==> src/rtl/pe_types.sv <==
// ============================================================================
//  Module      : pe_types
//  Description : Shared state encoding, command-beat flags and helpers for the
//                PE command sequencer.
//  Revision    : 1.0 - initial release
// ============================================================================
`default_nettype none

package pe_types;

  typedef enum logic [2:0] {
    ST_IDLE    = 3'd0,
    ST_LOAD    = 3'd1,
    ST_COMPUTE = 3'd2,
    ST_DRAIN   = 3'd3,
    ST_DONE    = 3'd4
  } pe_seq_state_e;

  typedef struct packed {
    logic ivalid;
    logic ram_we;
    logic feature_valid;
    logic flush_acc;
    logic send_output;
  } pe_cmd_beat_t;

  localparam pe_cmd_beat_t CMD_IDLE = '0;

  // Id fields keep at least one bit even for a single PE or filter.
  function automatic int id_width(input int n);
    return (n > 1) ? $clog2(n) : 1;
  endfunction

endpackage

`default_nettype wire

==> src/rtl/pe_seq_addr_gen.sv <==
// ============================================================================
//  Module      : pe_seq_addr_gen
//  Description : Nested RAM-write address walker: addr fastest, then filter id,
//                then PE id.
//  Revision    : 1.0 - initial release
// ============================================================================
`default_nettype none

module pe_seq_addr_gen
  import pe_types::*;
#(
  parameter int NUM_PES     = 8,
  parameter int NUM_FILTERS = 4,
  parameter int ADDR_W      = 9,
  localparam int PE_ID_W    = id_width(NUM_PES),
  localparam int FLT_ID_W   = id_width(NUM_FILTERS),
  localparam int NW         = ADDR_W + 1
) (
  input  logic                clock,
  input  logic                resetn,
  input  logic                i_clear,
  input  logic                i_advance,
  input  logic [NW-1:0]       i_num_words,
  output logic [ADDR_W-1:0]   o_addr,
  output logic [FLT_ID_W-1:0] o_filter_id,
  output logic [PE_ID_W-1:0]  o_pe_id,
  output logic                o_last
);

  logic [ADDR_W-1:0]   r_addr;
  logic [FLT_ID_W-1:0] r_filter_id;
  logic [PE_ID_W-1:0]  r_pe_id;

  logic w_addr_last;
  logic w_flt_last;
  logic w_pe_last;

  assign w_addr_last = ({1'b0, r_addr} == (i_num_words - NW'(1)));
  assign w_flt_last  = (r_filter_id == FLT_ID_W'(NUM_FILTERS - 1));
  assign w_pe_last   = (r_pe_id == PE_ID_W'(NUM_PES - 1));

  always_ff @(posedge clock or negedge resetn) begin
    if (!resetn) begin
      r_addr      <= '0;
      r_filter_id <= '0;
      r_pe_id     <= '0;
    end else if (i_clear) begin
      r_addr      <= '0;
      r_filter_id <= '0;
      r_pe_id     <= '0;
    end else if (i_advance) begin
      if (w_addr_last) begin
        r_addr <= '0;
        if (w_flt_last) begin
          r_filter_id <= '0;
          r_pe_id     <= w_pe_last ? '0 : r_pe_id + PE_ID_W'(1);
        end else begin
          r_filter_id <= r_filter_id + FLT_ID_W'(1);
        end
      end else begin
        r_addr <= r_addr + ADDR_W'(1);
      end
    end
  end

  assign o_addr      = r_addr;
  assign o_filter_id = r_filter_id;
  assign o_pe_id     = r_pe_id;
  assign o_last      = w_addr_last && w_flt_last && w_pe_last;

endmodule

`default_nettype wire

==> src/rtl/pe_cmd_sequencer.sv <==
// ============================================================================
//  Module      : pe_cmd_sequencer
//  Description : Job-driven sequencer that loads filter RAMs across a PE chain
//                and then streams feature beats with flush/send markers.
//                Optional stall counter enabled by PE_SEQ_PERF_CNT_EN.
//  Revision    : 1.0 - initial release
// ============================================================================
`default_nettype none

module pe_cmd_sequencer
  import pe_types::*;
#(
  parameter int NUM_PES        = 8,
  parameter int NUM_FILTERS    = 4,
  parameter int RAM_DEPTH      = 512,
  parameter int WORD_WIDTH     = 64,
  parameter int LEN_WIDTH      = 16,
  parameter int DRAIN_CYCLES   = 16,
  localparam int RAM_ADDR_WIDTH = $clog2(RAM_DEPTH),
  localparam int PE_ID_W        = id_width(NUM_PES),
  localparam int FLT_ID_W       = id_width(NUM_FILTERS),
  localparam int DRAIN_W        = id_width(DRAIN_CYCLES + 1)
) (
  input  logic                      clock,
  input  logic                      resetn,
  input  logic                      job_valid,
  output logic                      job_ready,
  input  logic [RAM_ADDR_WIDTH:0]   job_num_filter_words,
  input  logic [LEN_WIDTH-1:0]      job_num_features,
  input  logic [LEN_WIDTH-1:0]      job_num_passes,
  input  logic                      flt_valid,
  output logic                      flt_ready,
  input  logic [WORD_WIDTH-1:0]     flt_data,
  input  logic                      ftr_valid,
  output logic                      ftr_ready,
  input  logic [WORD_WIDTH-1:0]     ftr_data,
  input  logic                      pe_oready,
  output logic                      pe_ivalid,
  output logic                      pe_ram_we,
  output logic [PE_ID_W-1:0]        pe_pe_id,
  output logic [FLT_ID_W-1:0]       pe_filter_id,
  output logic [RAM_ADDR_WIDTH-1:0] pe_addr,
  output logic [WORD_WIDTH-1:0]     pe_wdata,
  output logic                      pe_feature_valid,
  output logic [WORD_WIDTH-1:0]     pe_feature_data,
  output logic [RAM_ADDR_WIDTH-1:0] pe_filter_read_addr,
  output logic                      pe_flush_accumulator,
  output logic                      pe_send_output,
  output logic                      busy,
  output logic                      done
`ifdef PE_SEQ_PERF_CNT_EN
  ,
  output logic [31:0]               perf_stall_cycles
`endif
);

  pe_seq_state_e             r_state;
  pe_cmd_beat_t              r_cmd;
  logic                      r_job_ready;
  logic                      r_busy;
  logic                      r_done;
  logic [RAM_ADDR_WIDTH:0]   r_num_words;
  logic [LEN_WIDTH-1:0]      r_num_features;
  logic [LEN_WIDTH-1:0]      r_num_passes;
  logic [LEN_WIDTH-1:0]      r_beat;
  logic [LEN_WIDTH-1:0]      r_pass;
  logic [DRAIN_W-1:0]        r_drain;
  logic [PE_ID_W-1:0]        r_pe_id;
  logic [FLT_ID_W-1:0]       r_filter_id;
  logic [RAM_ADDR_WIDTH-1:0] r_addr;
  logic [WORD_WIDTH-1:0]     r_wdata;
  logic [WORD_WIDTH-1:0]     r_feature_data;
  logic [RAM_ADDR_WIDTH-1:0] r_read_addr;

  logic                      w_job_fire;
  logic                      w_flt_fire;
  logic                      w_ftr_fire;
  logic                      w_job_has_compute;
  logic                      w_last_beat;
  logic                      w_last_pass;
  logic [RAM_ADDR_WIDTH-1:0] w_gen_addr;
  logic [FLT_ID_W-1:0]       w_gen_filter_id;
  logic [PE_ID_W-1:0]        w_gen_pe_id;
  logic                      w_gen_last;

  assign flt_ready         = (r_state == ST_LOAD) && pe_oready;
  assign ftr_ready         = (r_state == ST_COMPUTE) && pe_oready;
  assign w_job_fire        = (r_state == ST_IDLE) && r_job_ready && job_valid;
  assign w_flt_fire        = flt_valid && flt_ready;
  assign w_ftr_fire        = ftr_valid && ftr_ready;
  assign w_job_has_compute = (job_num_features != '0) && (job_num_passes != '0);
  assign w_last_beat       = (r_beat == (r_num_features - LEN_WIDTH'(1)));
  assign w_last_pass       = (r_pass == (r_num_passes - LEN_WIDTH'(1)));

  pe_seq_addr_gen #(
    .NUM_PES     (NUM_PES),
    .NUM_FILTERS (NUM_FILTERS),
    .ADDR_W      (RAM_ADDR_WIDTH)
  ) u_addr_gen (
    .clock       (clock),
    .resetn      (resetn),
    .i_clear     (w_job_fire),
    .i_advance   (w_flt_fire),
    .i_num_words (r_num_words),
    .o_addr      (w_gen_addr),
    .o_filter_id (w_gen_filter_id),
    .o_pe_id     (w_gen_pe_id),
    .o_last      (w_gen_last)
  );

  always_ff @(posedge clock or negedge resetn) begin
    if (!resetn) begin
      r_state        <= ST_IDLE;
      r_cmd          <= CMD_IDLE;
      r_job_ready    <= 1'b0;
      r_busy         <= 1'b0;
      r_done         <= 1'b0;
      r_num_words    <= '0;
      r_num_features <= '0;
      r_num_passes   <= '0;
      r_beat         <= '0;
      r_pass         <= '0;
      r_drain        <= '0;
      r_pe_id        <= '0;
      r_filter_id    <= '0;
      r_addr         <= '0;
      r_wdata        <= '0;
      r_feature_data <= '0;
      r_read_addr    <= '0;
    end else begin
      r_cmd  <= CMD_IDLE;
      r_done <= 1'b0;
      case (r_state)
        ST_IDLE: begin
          if (w_job_fire) begin
            r_num_words    <= job_num_filter_words;
            r_num_features <= job_num_features;
            r_num_passes   <= job_num_passes;
            r_beat         <= '0;
            r_pass         <= '0;
            r_busy         <= 1'b1;
            r_job_ready    <= 1'b0;
            if (job_num_filter_words != '0) begin
              r_state <= ST_LOAD;
            end else if (w_job_has_compute) begin
              r_state <= ST_COMPUTE;
            end else begin
              r_state <= ST_DONE;
              r_done  <= 1'b1;
            end
          end else begin
            r_job_ready <= 1'b1;
          end
        end

        ST_LOAD: begin
          if (w_flt_fire) begin
            r_cmd.ivalid <= 1'b1;
            r_cmd.ram_we <= 1'b1;
            r_pe_id      <= w_gen_pe_id;
            r_filter_id  <= w_gen_filter_id;
            r_addr       <= w_gen_addr;
            r_wdata      <= flt_data;
            if (w_gen_last) begin
              if ((r_num_features != '0) && (r_num_passes != '0)) begin
                r_state <= ST_COMPUTE;
              end else begin
                r_state <= ST_DONE;
                r_done  <= 1'b1;
              end
            end
          end
        end

        ST_COMPUTE: begin
          if (w_ftr_fire) begin
            r_cmd.ivalid        <= 1'b1;
            r_cmd.feature_valid <= 1'b1;
            r_cmd.flush_acc     <= (r_beat == '0);
            r_cmd.send_output   <= w_last_beat;
            r_feature_data      <= ftr_data;
            r_read_addr         <= RAM_ADDR_WIDTH'(r_beat);
            if (w_last_beat) begin
              r_beat <= '0;
              if (w_last_pass) begin
                r_state <= ST_DRAIN;
                r_drain <= DRAIN_W'(DRAIN_CYCLES);
              end else begin
                r_pass <= r_pass + LEN_WIDTH'(1);
              end
            end else begin
              r_beat <= r_beat + LEN_WIDTH'(1);
            end
          end
        end

        // First DRAIN cycle carries the final send_output beat, so the
        // countdown yields DRAIN_CYCLES idle cycles after it.
        ST_DRAIN: begin
          if (r_drain == '0) begin
            r_state <= ST_DONE;
            r_done  <= 1'b1;
          end else begin
            r_drain <= r_drain - DRAIN_W'(1);
          end
        end

        ST_DONE: begin
          r_state     <= ST_IDLE;
          r_busy      <= 1'b0;
          r_job_ready <= 1'b1;
        end

        default: begin
          r_state <= ST_IDLE;
        end
      endcase
    end
  end

  assign job_ready            = r_job_ready;
  assign busy                 = r_busy;
  assign done                 = r_done;
  assign pe_ivalid            = r_cmd.ivalid;
  assign pe_ram_we            = r_cmd.ram_we;
  assign pe_feature_valid     = r_cmd.feature_valid;
  assign pe_flush_accumulator = r_cmd.flush_acc;
  assign pe_send_output       = r_cmd.send_output;
  assign pe_pe_id             = r_pe_id;
  assign pe_filter_id         = r_filter_id;
  assign pe_addr              = r_addr;
  assign pe_wdata             = r_wdata;
  assign pe_feature_data      = r_feature_data;
  assign pe_filter_read_addr  = r_read_addr;

`ifdef PE_SEQ_PERF_CNT_EN
  logic [31:0] r_perf_stall;
  logic        w_stall;

  assign w_stall = ((r_state == ST_LOAD) && !w_flt_fire) ||
                   ((r_state == ST_COMPUTE) && !w_ftr_fire);

  always_ff @(posedge clock or negedge resetn) begin
    if (!resetn) begin
      r_perf_stall <= '0;
    end else if (w_job_fire) begin
      r_perf_stall <= '0;
    end else if (w_stall && (r_perf_stall != '1)) begin
      r_perf_stall <= r_perf_stall + 32'd1;
    end
  end

  assign perf_stall_cycles = r_perf_stall;
`endif

endmodule

`default_nettype wire
==> config.mk <==
export PLATFORM = sky130hd
export DESIGN_NAME = pe_cmd_sequencer
export DESIGN_NICKNAME = d
export VERILOG_FILES = /design/src/rtl/pe_types.sv /design/src/rtl/pe_seq_addr_gen.sv /design/src/rtl/pe_cmd_sequencer.sv
export SDC_FILE = /design/constraint.sdc
export NUM_CORES = 1
export LEC_CHECK = 0
export BUFFER_PORTS_ARGS = -buffer_cell sky130_fd_sc_hd__buf_2
export CORE_ASPECT_RATIO = 1.25
export CORE_UTILIZATION = 57
export DETAILED_ROUTE_END_ITERATION = 10
export GPL_TIMING_DRIVEN = 1
export PLACE_DENSITY = 0.86
export RECOVER_POWER = 25
export SYNTH_ARGS = -nofsm -noshare
export SYNTH_HDL_FRONTEND = slang
export SYNTH_SLANG_ARGS = --single-unit
==> constraint.sdc <==
create_clock -name clock -period 6.7 [get_ports clock]
set_clock_uncertainty 0.05 [all_clocks]
set_input_delay 1.34 -clock clock [delete_from_list [all_inputs] [get_ports clock]]
set_output_delay 1.34 -clock clock [all_outputs]
set_load 0.01 [all_outputs]
==> results of run 1 <==
report_power, final:
part	internal, uW	total [uW]	switching [uW]
registers	1780	2060	272
logic	512	1210	697
clock network	920	1530	615
total	3220	4800	1580
per-layer routing:
layer / part of all wire, % / GRT usage (%) / vias up
met2: 49 / 52.2 / 532
met1: 40 / 38.4 / 5266
met3: 7.2 / 4.60 / 97
li1: - / - / 5173
met4: 4.3 / 13.3 / 0
met5: 0 / 0 / -
stage by stage:
stage | setup WS, ns | utilization (%) | instances | instance area [sq um]
after floorplan | 3.17 | - | 1369 | 12000
after global placement | 2.73 | 68.1 | 1916 | 13800
after detailed placement | 2.64 | 68.1 | 1916 | 13800
after CTS | 2.62 | 72.5 | 1962 | 14700
after global routing | 2.32 | 72.4 | 1963 | 14700
final | 2.54 | 72.5 | 1964 | 14700
final timing paths:
| check | endpoint | slack (ns) | cells past startpoint | from |
|---|---|---|---|---|
| worst min-delay path | pe_wdata[27] | 0.42 | 2 | pe_wdata[27] |
| worst max-delay path | r_beat[5] | 2.54 | 8 | r_num_features[3] |
| max in group asynchronous | pe_wdata[17] | 4.49 | 2 | resetn |
| min in group asynchronous | r_num_passes[0] | 0.74 | 1 | resetn |
| worst max register to register | r_beat[5] | 2.54 | 8 | r_num_features[3] |
| worst min register to register | pe_wdata[27] | 0.42 | 2 | pe_wdata[27] |
cells by family after synthesis:
family                     count (synthesis)  synth area share, %
AOI/OAI and AO/OA                        146                 7.74
xor gates and xnor gates                  56                 4.10
adders and majority gates                 12                 1.25
buffers and inverters                     94                 3.02
DFF                                      255                 53.3
muxes                                     14                 1.27
and+or+nand+nor                          792                 29.3
cell usage in the layout, fill, tap and decap left out, types with 9 or more instances in the layout:
| master | instances |
|---|---|
| nor4_1 | 22 |
| o21ai_0 | 55 |
| nand2b_1 | 17 |
| or3_1 | 13 |
| dfrtp_1 | 255 |
| clkbuf_16 | 25 |
| o31ai_1 | 19 |
| nand3_1 | 25 |
| inv_1 | 22 |
| a21oi_1 | 26 |
| nand2_1 | 567 |
| nor2_1 | 36 |
| mux2_2 | 9 |
| buf_2 | 334 |
| xnor2_1 | 32 |
| ha_1 | 12 |
| xor2_1 | 24 |
| nor3_1 | 21 |
| or4_1 | 17 |
| and3_1 | 18 |
worst register-to-register path, stage by stage, from the launching register on:
cell      delay, ns
dfrtp_1        0.46
nor4_2         0.86
a221oi_1       0.23
a311o_1        0.36
nor2_1         0.30
nor4_4         0.17
nor2_2         0.68
nand2_1        0.47
o41ai_1        0.46
sequential cells by signal (all words and copies together) (netlist names), 5 cells and up:
register and count:
r_drain 5, r_num_features 16, pe_feature_data 64, r_pass 16, pe_addr 9, r_num_passes 16, pe_wdata 64, pe_filter_read_addr 9
u_addr_gen.o_addr 9, r_num_words 10, r_beat 16
area by class of cell:
class	instances	area (sq um)
Sequential cell	255	6380
Fill cell	1505	5600
Multi-Input combinational cell	1020	5230
Timing Repair Buffer	347	1780
Clock buffer	32	682
Tap cell	270	338
Clock inverter	14	220
Inverter	24	90.1
Antenna cell	2	5.00
==> flow_summary.yaml, run 1 <==
outcome:
  outcome: "complete, but fails checks"
  failed_checks: "capacitance limit, slew limit"
cts:
  cts_resized: 0
  cts.sinks: 255
  htree_num_levels: 1
  cts_tree: "yes"
  cts_inserted_buffers: 25
  cts_buffer_depth: 3
  clk_transition_reported_paths_ns: 0.07
  holdBufCountCts: 0
  clock_latency_ns: 0.53
  post_cts_buffers: 0
  clockRootBuffer: "clkbuf_16"
yosys:
  synth_nets: 1557
  yosys-top-cells-area: "dfrtp_1 53%, nand2_1 18%, xnor2_1 2.3%"
  synth_flop_cell: "dfrtp_1"
  synth_warnings: 0
  seq_area_frac_synth_pct: 53.3
  synth_area_leader_cell: "dfrtp_1"
  yosysUniqueCellTypes: 61
  synth_top_area_share_pct: 53.3
  avgSynthCellArea_sq_um: 8.74
  ys_async_sr_fraction_pct: 100
  netlist_instances: 1369
  synthTopCellsByCount: "569 x nand2_1, 255 x dfrtp_1, 65 x clkbuf_1"
  yosys_register_bits: 255
  synth_most_common_cell: "nand2_1"
  synth_area_sq_mm: 0.0120
  synth_edf_count: 0
detailed_routing:
  vias_per_cell: 5.64
  drt_iter0_drc: 974
  drc: 0
  post_drt_wl_per_cell_um: 17.0
  final_antenna_net_count: 0
  drtPass1Iterations: 5
  wirelength_um: 33400
  via_count: 11100
setup_path:
  cp-end-kind: "register"
  path_delay_family: "simple AND/OR/NAND/NOR gates"
  crit_buf_inv: 0
  crit_path_max_fanout: 25
  arrival_ns: 4.53
  crit_path_top_delay_cell: "nor4_2"
  cp_data_required_time_ns: 7.07
  path_class: "register to register"
  slowest_delay_ns: 0.85
  crit_chain: "nor4_2 -> a221oi_1 -> a311o_1 -> nor2_1 -> nor4_4 -> nor2_2 -> nand2_1 -> o41ai_1"
  critPathLaunchType: "register"
grt:
  overflow: 0
  grt_max_degree: 172
  grt_first_pass_wirelength_um: 52700
  grt_antenna_before_repair: 1
  grt_usage_pct: 30.4
  grt_pass1_vias: 10800
flow_run:
  maxCapViolCount: 2
sta:
  fin_crit_sh_pct: 62.1
  layout_min_cycle_time_ns: 4.16
  finalSetupViolCount: 0
  tightestPinTransition_ns: 1.54
  slew_viol_final: 39
  setup-tns-final_ns: 0
  rsz0062_at_grt: "no"
  whs_ns: 0.417
  hold_violations: 0
  relSlewSlack_pct: -2.84
  fmax_mhz: 240
worst_hold_path:
  min_path_type: "register to register"
die:
  start_util_pct: 58.9
  ios: 337
  std_cell_rows: 58
  core_area_sq_mm: 0.0203
  dieArea_sq_mm: 0.0216
  die_w_um: 132
  die_height_um: 164
power:
  p_total_uw: 4800
  p_leak_uw: 0.00794
  power_density_mw_per_mm2: 326
  worst_ir_drop_vdd_uv: 246
place:
  gp_congestion: 0.882
  place_hpwl_um: 23000
  port_buffers: 336
finish:
  areaGrowthSynthToFinish_pct: 23.0
  layout-drive-gt1-share_pct: 24.3
  nets: 1861
Power figures use the tool's default switching activity.
==> run 2: changes to the inputs <==
--- a/config.mk
+++ b/config.mk
@@ -5,12 +5,13 @@
 export SDC_FILE = /design/constraint.sdc
 export NUM_CORES = 1
 export LEC_CHECK = 0
+export ABC_AREA = 1
 export BUFFER_PORTS_ARGS = -buffer_cell sky130_fd_sc_hd__buf_2
 export CORE_ASPECT_RATIO = 1.25
-export CORE_UTILIZATION = 57
+export CORE_UTILIZATION = 48
 export DETAILED_ROUTE_END_ITERATION = 10
 export GPL_TIMING_DRIVEN = 1
-export PLACE_DENSITY = 0.86
+export PLACE_DENSITY = 0.77
 export RECOVER_POWER = 25
 export SYNTH_ARGS = -nofsm -noshare
 export SYNTH_HDL_FRONTEND = slang
==> constraint.sdc (replaced) <==
create_clock -name clock -period 3.4 [get_ports clock]
set_clock_uncertainty 0.05 [all_clocks]
set_input_delay 0.68 -clock clock [delete_from_list [all_inputs] [get_ports clock]]
set_output_delay 0.68 -clock clock [all_outputs]
set_load 0.01 [all_outputs]
==> flow_summary.yaml, run 2 <==
finish:
  layout-drive-gt1-share_pct: 21.7
  areaGrowthSynthToFinish_pct: 23.4
  final_cell_mix: "713 x nand2_1, 335 x buf_2, 255 x dfrtp_1"
  final_common_cell: "nand2_1"
  nets: 2103
place:
  place_hpwl_um: 24500
  gp_congestion: 0.924
  port_buffers: 336
detailed_routing:
  drt_iter0_drc: 556
  drtPass1Iterations: 6
  post_drt_wl_per_cell_um: 14.5
  wirelength_um: 32800
  final_antenna_net_count: 0
  via_count: 11500
  drc: 0
  vias_per_cell: 5.08
yosys:
  synth_top_area_share_pct: 51.3
  synth_warnings: 0
  synth_top_family_by_area: "simple AND/OR/NAND/NOR gates"
  synth_edf_count: 0
  synth_most_common_cell: "nand2_1"
  avgSynthCellArea_sq_um: 7.81
  synth_nets: 1779
  synth_flop_cell: "dfrtp_1"
  synth_area_sq_mm: 0.0124
  seq_area_frac_synth_pct: 51.3
  synth-xor-area-share_pct: 4.55
  synth_compound_gate_area_share_pct: 4.96
  synth_area_leader_cell: "dfrtp_1"
  yosys_register_bits: 255
  synth_mux_area_share_pct: 0
  yosysUniqueCellTypes: 42
  yosys-top-cells-area: "dfrtp_1 51%, nand2_1 22%, nor2_1 3.4%"
  ys_async_sr_fraction_pct: 100
  synthAdderAreaFrac_pct: 1.21
  netlist_instances: 1591
  synth-simple-area-share_pct: 32.7
  synthTopCellsByCount: "714 x nand2_1, 255 x dfrtp_1, 112 x nor2_1"
cts:
  clock_latency_ns: 0.54
  htree_num_levels: 1
  holdBufCountCts: 0
  cts_buffer_depth: 3
  clockRootBuffer: "clkbuf_16"
  post_cts_buffers: 0
  clk_transition_reported_paths_ns: 0.07
  cts_tree: "yes"
  cts_inserted_buffers: 26
  cts_resized: 0
  cts.sinks: 255
die:
  core_area_sq_mm: 0.0254
  start_util_pct: 49.0
  ios: 337
  std_cell_rows: 65
  die_height_um: 182
  die_w_um: 146
  dieArea_sq_mm: 0.0266
setup_path:
  r2r_start: "r_num_features[0]"
  cp-end-kind: "output pin"
  path_class: "register to output pin"
  setup.worst_path.start: "r_state[0]"
  cp_data_required_time_ns: 2.67
  arrival_ns: 2.11
  critPathLaunchType: "register"
  crit_path_max_fanout: 19
sta:
  fin_crit_sh_pct: 83.6
  finalSetupViolCount: 0
  slew_viol_final: 73
  hold_violations: 0
  tightestPinTransition_ns: 1.75
  rsz0062_at_grt: "no"
  relSlewSlack_pct: -16.7
  setup-tns-final_ns: 0
  layout_min_cycle_time_ns: 2.84
  fmax_mhz: 352
  whs_ns: 0.284
grt:
  grt_max_degree: 85
  grt_pass1_vias: 11100
  grt_first_pass_wirelength_um: 53800
  overflow: 0
  grt_antenna_before_repair: 0
  grt_usage_pct: 24.9
power:
  worst_ir_drop_vdd_uv: 486
  power_density_mw_per_mm2: 867
  p_leak_uw: 0.00834
outcome:
  outcome: "complete, but fails checks"
  failed_checks: "capacitance limit, slew limit"
worst_hold_path:
  min-delay-start: "flt_data[4]"
  min_path_type: "primary input to register"
flow_run:
  maxCapViolCount: 1
## run 2: cell count changes in the layout (fill, tap and decap cells not counted), moves of 13 or more
| cell | delta |
|---|---|
| xor2_1 | +18 |
| nand2b_1 | -17 |
| nand2_1 | +146 |
| o21ai_0 | +20 |
| or4_1 | -17 |
| inv_1 | +84 |
| nor2_1 | +76 |
| or3_1 | -13 |
| nand4_1 | +26 |
| o31ai_1 | -19 |
| nand3_1 | +33 |
| and3_1 | -18 |
## run 2: logic make-up after synthesis
group,count (synthesis)
fa+ha+maj,12
simple gates,981
compound gates,115
flops,255
xor+xnor,63
buf+inv,165
## run 2: through the flow
stage	instance area [sq um]	setup WS, ns	power (uW)	instances	util, %
4_1_cts	15400	0.564	13400	2269	60.7
2_1_floorplan	12400	1.18	8360	1591	-
3_5_place_dp	14500	0.680	10200	2222	57.0
3_3_place_gp	14500	0.790	10100	2222	57.0
5_1_grt	15300	0.214	14300	2269	60.4
6_report	15300	0.557	13300	2271	60.5
## run 2: worst paths after layout
| path | to | slack [ns] | cells after the start |
|---|---|---|---|
| worst min-delay path | pe_wdata[4] | 0.28 | 3 |
| max in group asynchronous | pe_filter_id[0] | 0.76 | 2 |
| worst max register to register | r_pass[15] | 0.64 | 13 |
| worst max-delay path | ftr_ready | 0.56 | 4 |
| worst min register to register | pe_feature_data[29] | 0.42 | 2 |
| min in group asynchronous | pe_feature_data[14] | 0.56 | 1 |
## run 2: critical path, stage by stage (launching register included)
cell	delay, ns
dfrtp_1	0.45
nor3_4	0.50
inv_4	0.21
nor2_4	0.23
buf_2	0.17
## run 2: metal layers
layer | up-vias | share of wire, % | global-route usage (%)
met5 | - | 0 | 0
met4 | 0 | 3.1 | 8.34
met3 | 72 | 6.8 | 4.52
met2 | 441 | 49 | 44.3
met1 | 5352 | 41 | 30.1
li1 | 5668 | - | -
## run 2: cell type report
class	count	area, sq um
inverters	113	427
flip-flops and latches	255	6380
well taps	335	419
repair buffers	348	1780
diodes	2	5.00
multi-input cells	1171	5410
clock buffers	33	718
clock inverters	14	208
fillers	2254	10000
## run 2: power breakdown
group          total (uW)  internal [uW]  switching [uW]
logic                5260           1940            3320
clock network        3080           1880            1200
registers            4970           4190             780
==> run 3: changes to the inputs <==
--- a/config.mk
+++ b/config.mk
@@ -5,13 +5,13 @@
 export SDC_FILE = /design/constraint.sdc
 export NUM_CORES = 1
 export LEC_CHECK = 0
-export ABC_AREA = 1
+export ABC_AREA = 0
 export BUFFER_PORTS_ARGS = -buffer_cell sky130_fd_sc_hd__buf_2
 export CORE_ASPECT_RATIO = 1.25
-export CORE_UTILIZATION = 48
+export CORE_UTILIZATION = 53
 export DETAILED_ROUTE_END_ITERATION = 10
 export GPL_TIMING_DRIVEN = 1
-export PLACE_DENSITY = 0.77
+export PLACE_DENSITY = 0.81
 export RECOVER_POWER = 25
 export SYNTH_ARGS = -nofsm -noshare
 export SYNTH_HDL_FRONTEND = slang
==> constraint.sdc (replaced) <==
create_clock -name clock -period 2.8 [get_ports clock]
set_clock_uncertainty 0.05 [all_clocks]
set_input_delay 0.56 -clock clock [delete_from_list [all_inputs] [get_ports clock]]
set_output_delay 0.56 -clock clock [all_outputs]
set_load 0.01 [all_outputs]
==> flow_summary.yaml, run 3 (same netlist as run 1, synthesis figures left out) <==
die:
  dieArea_sq_mm: 0.0232
  core_area_sq_mm: 0.0222
  die_height_um: 170
  ios: 337
  std_cell_rows: 61
  start_util_pct: 53.9
  die_w_um: 136
power:
  power_density_mw_per_mm2: 763
  p_leak_uw: 0.00840
  p_total_uw: 11800
  worst_ir_drop_vdd_uv: 613
place:
  post-place-cells: 2000
  gp_congestion: 0.893
  pre_cts_slack_ns: -0.226
  port_buffers: 336
  place_hpwl_um: 23700
detailed_routing:
  drt_iter0_drc: 713
  wirelength_um: 33400
  final_antenna_net_count: 0
  post_drt_wl_per_cell_um: 16.2
  drc: 0
  vias_per_cell: 5.44
  drtPass1Iterations: 5
  via_count: 11200
cts:
  clock_latency_ns: 0.54
  htree_num_levels: 1
  cts_tree: "yes"
  cts_inserted_buffers: 26
  clk_transition_reported_paths_ns: 0.06
  cts_buffer_depth: 3
  cts.sinks: 255
  clockRootBuffer: "clkbuf_16"
grt:
  grt_max_degree: 81
  grt_usage_pct: 28.2
  grt_first_pass_wirelength_um: 52200
  grt_pass1_vias: 10600
  grt_antenna_before_repair: 0
  overflow: 0
setup_path:
  slowest_delay_ns: 0.51
  crit_path_top_delay_cell: "or4_1"
  path_class: "register to register"
  arrival_ns: 3.34
  setup.worst_path.start: "r_num_features[13]"
  critPathLaunchType: "register"
  crit_path_max_fanout: 10
  r2r_start: "r_num_features[13]"
  cp_data_required_time_ns: 3.21
  crit_path_frequent_cell: "or3_4"
  cp-end-kind: "register"
  crit_chain: "or3_4 -> or3_4 -> a2111oi_4 -> nand4_2 -> nor4_4 -> buf_6 -> nor2_4 -> or4_1 -> a21oi_1"
sta:
  fmax_mhz: 342
  fin_crit_sh_pct: 104
  rsz0062_at_grt: "yes"
  setup-tns-final_ns: -1.81
  layout_min_cycle_time_ns: 2.93
  fin_ws_ns: -0.126
  hold_violations: 0
  finalSetupViolCount: 31
  slew_viol_final: 66
  relSlewSlack_pct: -15.0
  whs_ns: 0.159
  tightestPinTransition_ns: 1.72
worst_hold_path:
  min_path_type: "primary input to register"
  min-delay-start: "flt_data[25]"
finish:
  fillers: 1729
  final_cells: 2057
  final_cell_mix: "566 x nand2_1, 336 x buf_2, 254 x dfrtp_1"
  areaGrowthSynthToFinish_pct: 29.7
  nets: 1948
  layout-drive-gt1-share_pct: 29.4
  final_common_cell: "nand2_1"
  diodes: 0
outcome:
  failed_checks: "capacitance limit, slew limit, setup timing"
  outcome: "complete, but fails checks"
flow_run:
  maxCapViolCount: 1
-- run 3: cell types whose count changed in the layout (fill, tap and decap cells not counted), sizes merged, moves of 14 or more --
cell | previous run | this run
inv | 114 | 25
o21ai | 78 | 56
o31ai | 0 | 19
nand4 | 35 | 9
nor2 | 118 | 39
nand3 | 61 | 25
and3 | 0 | 18
buf | 344 | 426
xor2 | 42 | 24
nand2 | 719 | 569
nand2b | 0 | 17
or3 | 0 | 14
or4 | 0 | 17
-- run 3: worst paths after layout --
path,to,slack [ns],cells past startpoint
setup reg to reg,r_pass[10],-0.13,9
hold reg to reg,pe_wdata[39],0.41,2
setup / recovery,r_pass[10],-0.13,9
max in group asynchronous,r_drain[4],0.39,3
min in group asynchronous,r_num_passes[2],0.95,2
hold / removal,pe_wdata[25],0.16,3
-- run 3: critical path: cells and delay by family (launching register included) --
kind / cells / cell delay, ns
compound gates: 2 / 0.48
flops: 1 / 0.38
simple gates: 6 / 1.78
buf+inv: 1 / 0.17
-- run 3: per-stage QoR --
step                cell area [sq um]  util [%]
detailed placement              14500      65.1
floorplan                       12000         -
finish                          15500      69.9
global route                    15500      69.9
global placement                14500      65.1
CTS                             15400      69.5
-- run 3: per-layer routing --
metal  up-vias  global-route usage, %  wire, um
met3        92                   4.86      2250
met5         -                      0         0
met1      5326                   36.4     13600
met4         0                   11.3      1290
met2       448                   46.9     16300
li1       5324                      -         -
-- run 3: repair_timing --
| action | 4_1_cts | 5_1_grt |
|---|---|---|
| cloned | 0 | 3 |
| hold endpoints to repair | 60 | 0 |
| setup endpoints to repair | 31 | 51 |
| setup buffers | 9 | 4 |
| gates resized for setup | 17 | 26 |
| pin swaps | 5 | 6 |
| hold buffers | 1 | 0 |
-- run 3: layout make-up --
cell class / instances / area, sq um / area share [%]
Clock buffer: 33 / 727 / 4.69
Clock inverter: 9 / 113 / 0.726
Inverter: 24 / 90.1 / 0.581
Multi-Input combinational cell: 1022 / 5400 / 34.8
Sequential cell: 255 / 6380 / 41.1
Tap cell: 283 / 354 / 2.28
Timing Repair Buffer: 431 / 2450 / 15.8
-- run 3: where the power goes --
group / leakage, uW / total [uW] / internal (uW) / switching, uW
Sequential: 0.00336 / 4810 / 4270 / 535
Combinational: 0.00463 / 3580 / 1640 / 1930
Clock: 0.000414 / 3450 / 2010 / 1440
Total: 0.00840 / 11800 / 7920 / 3910
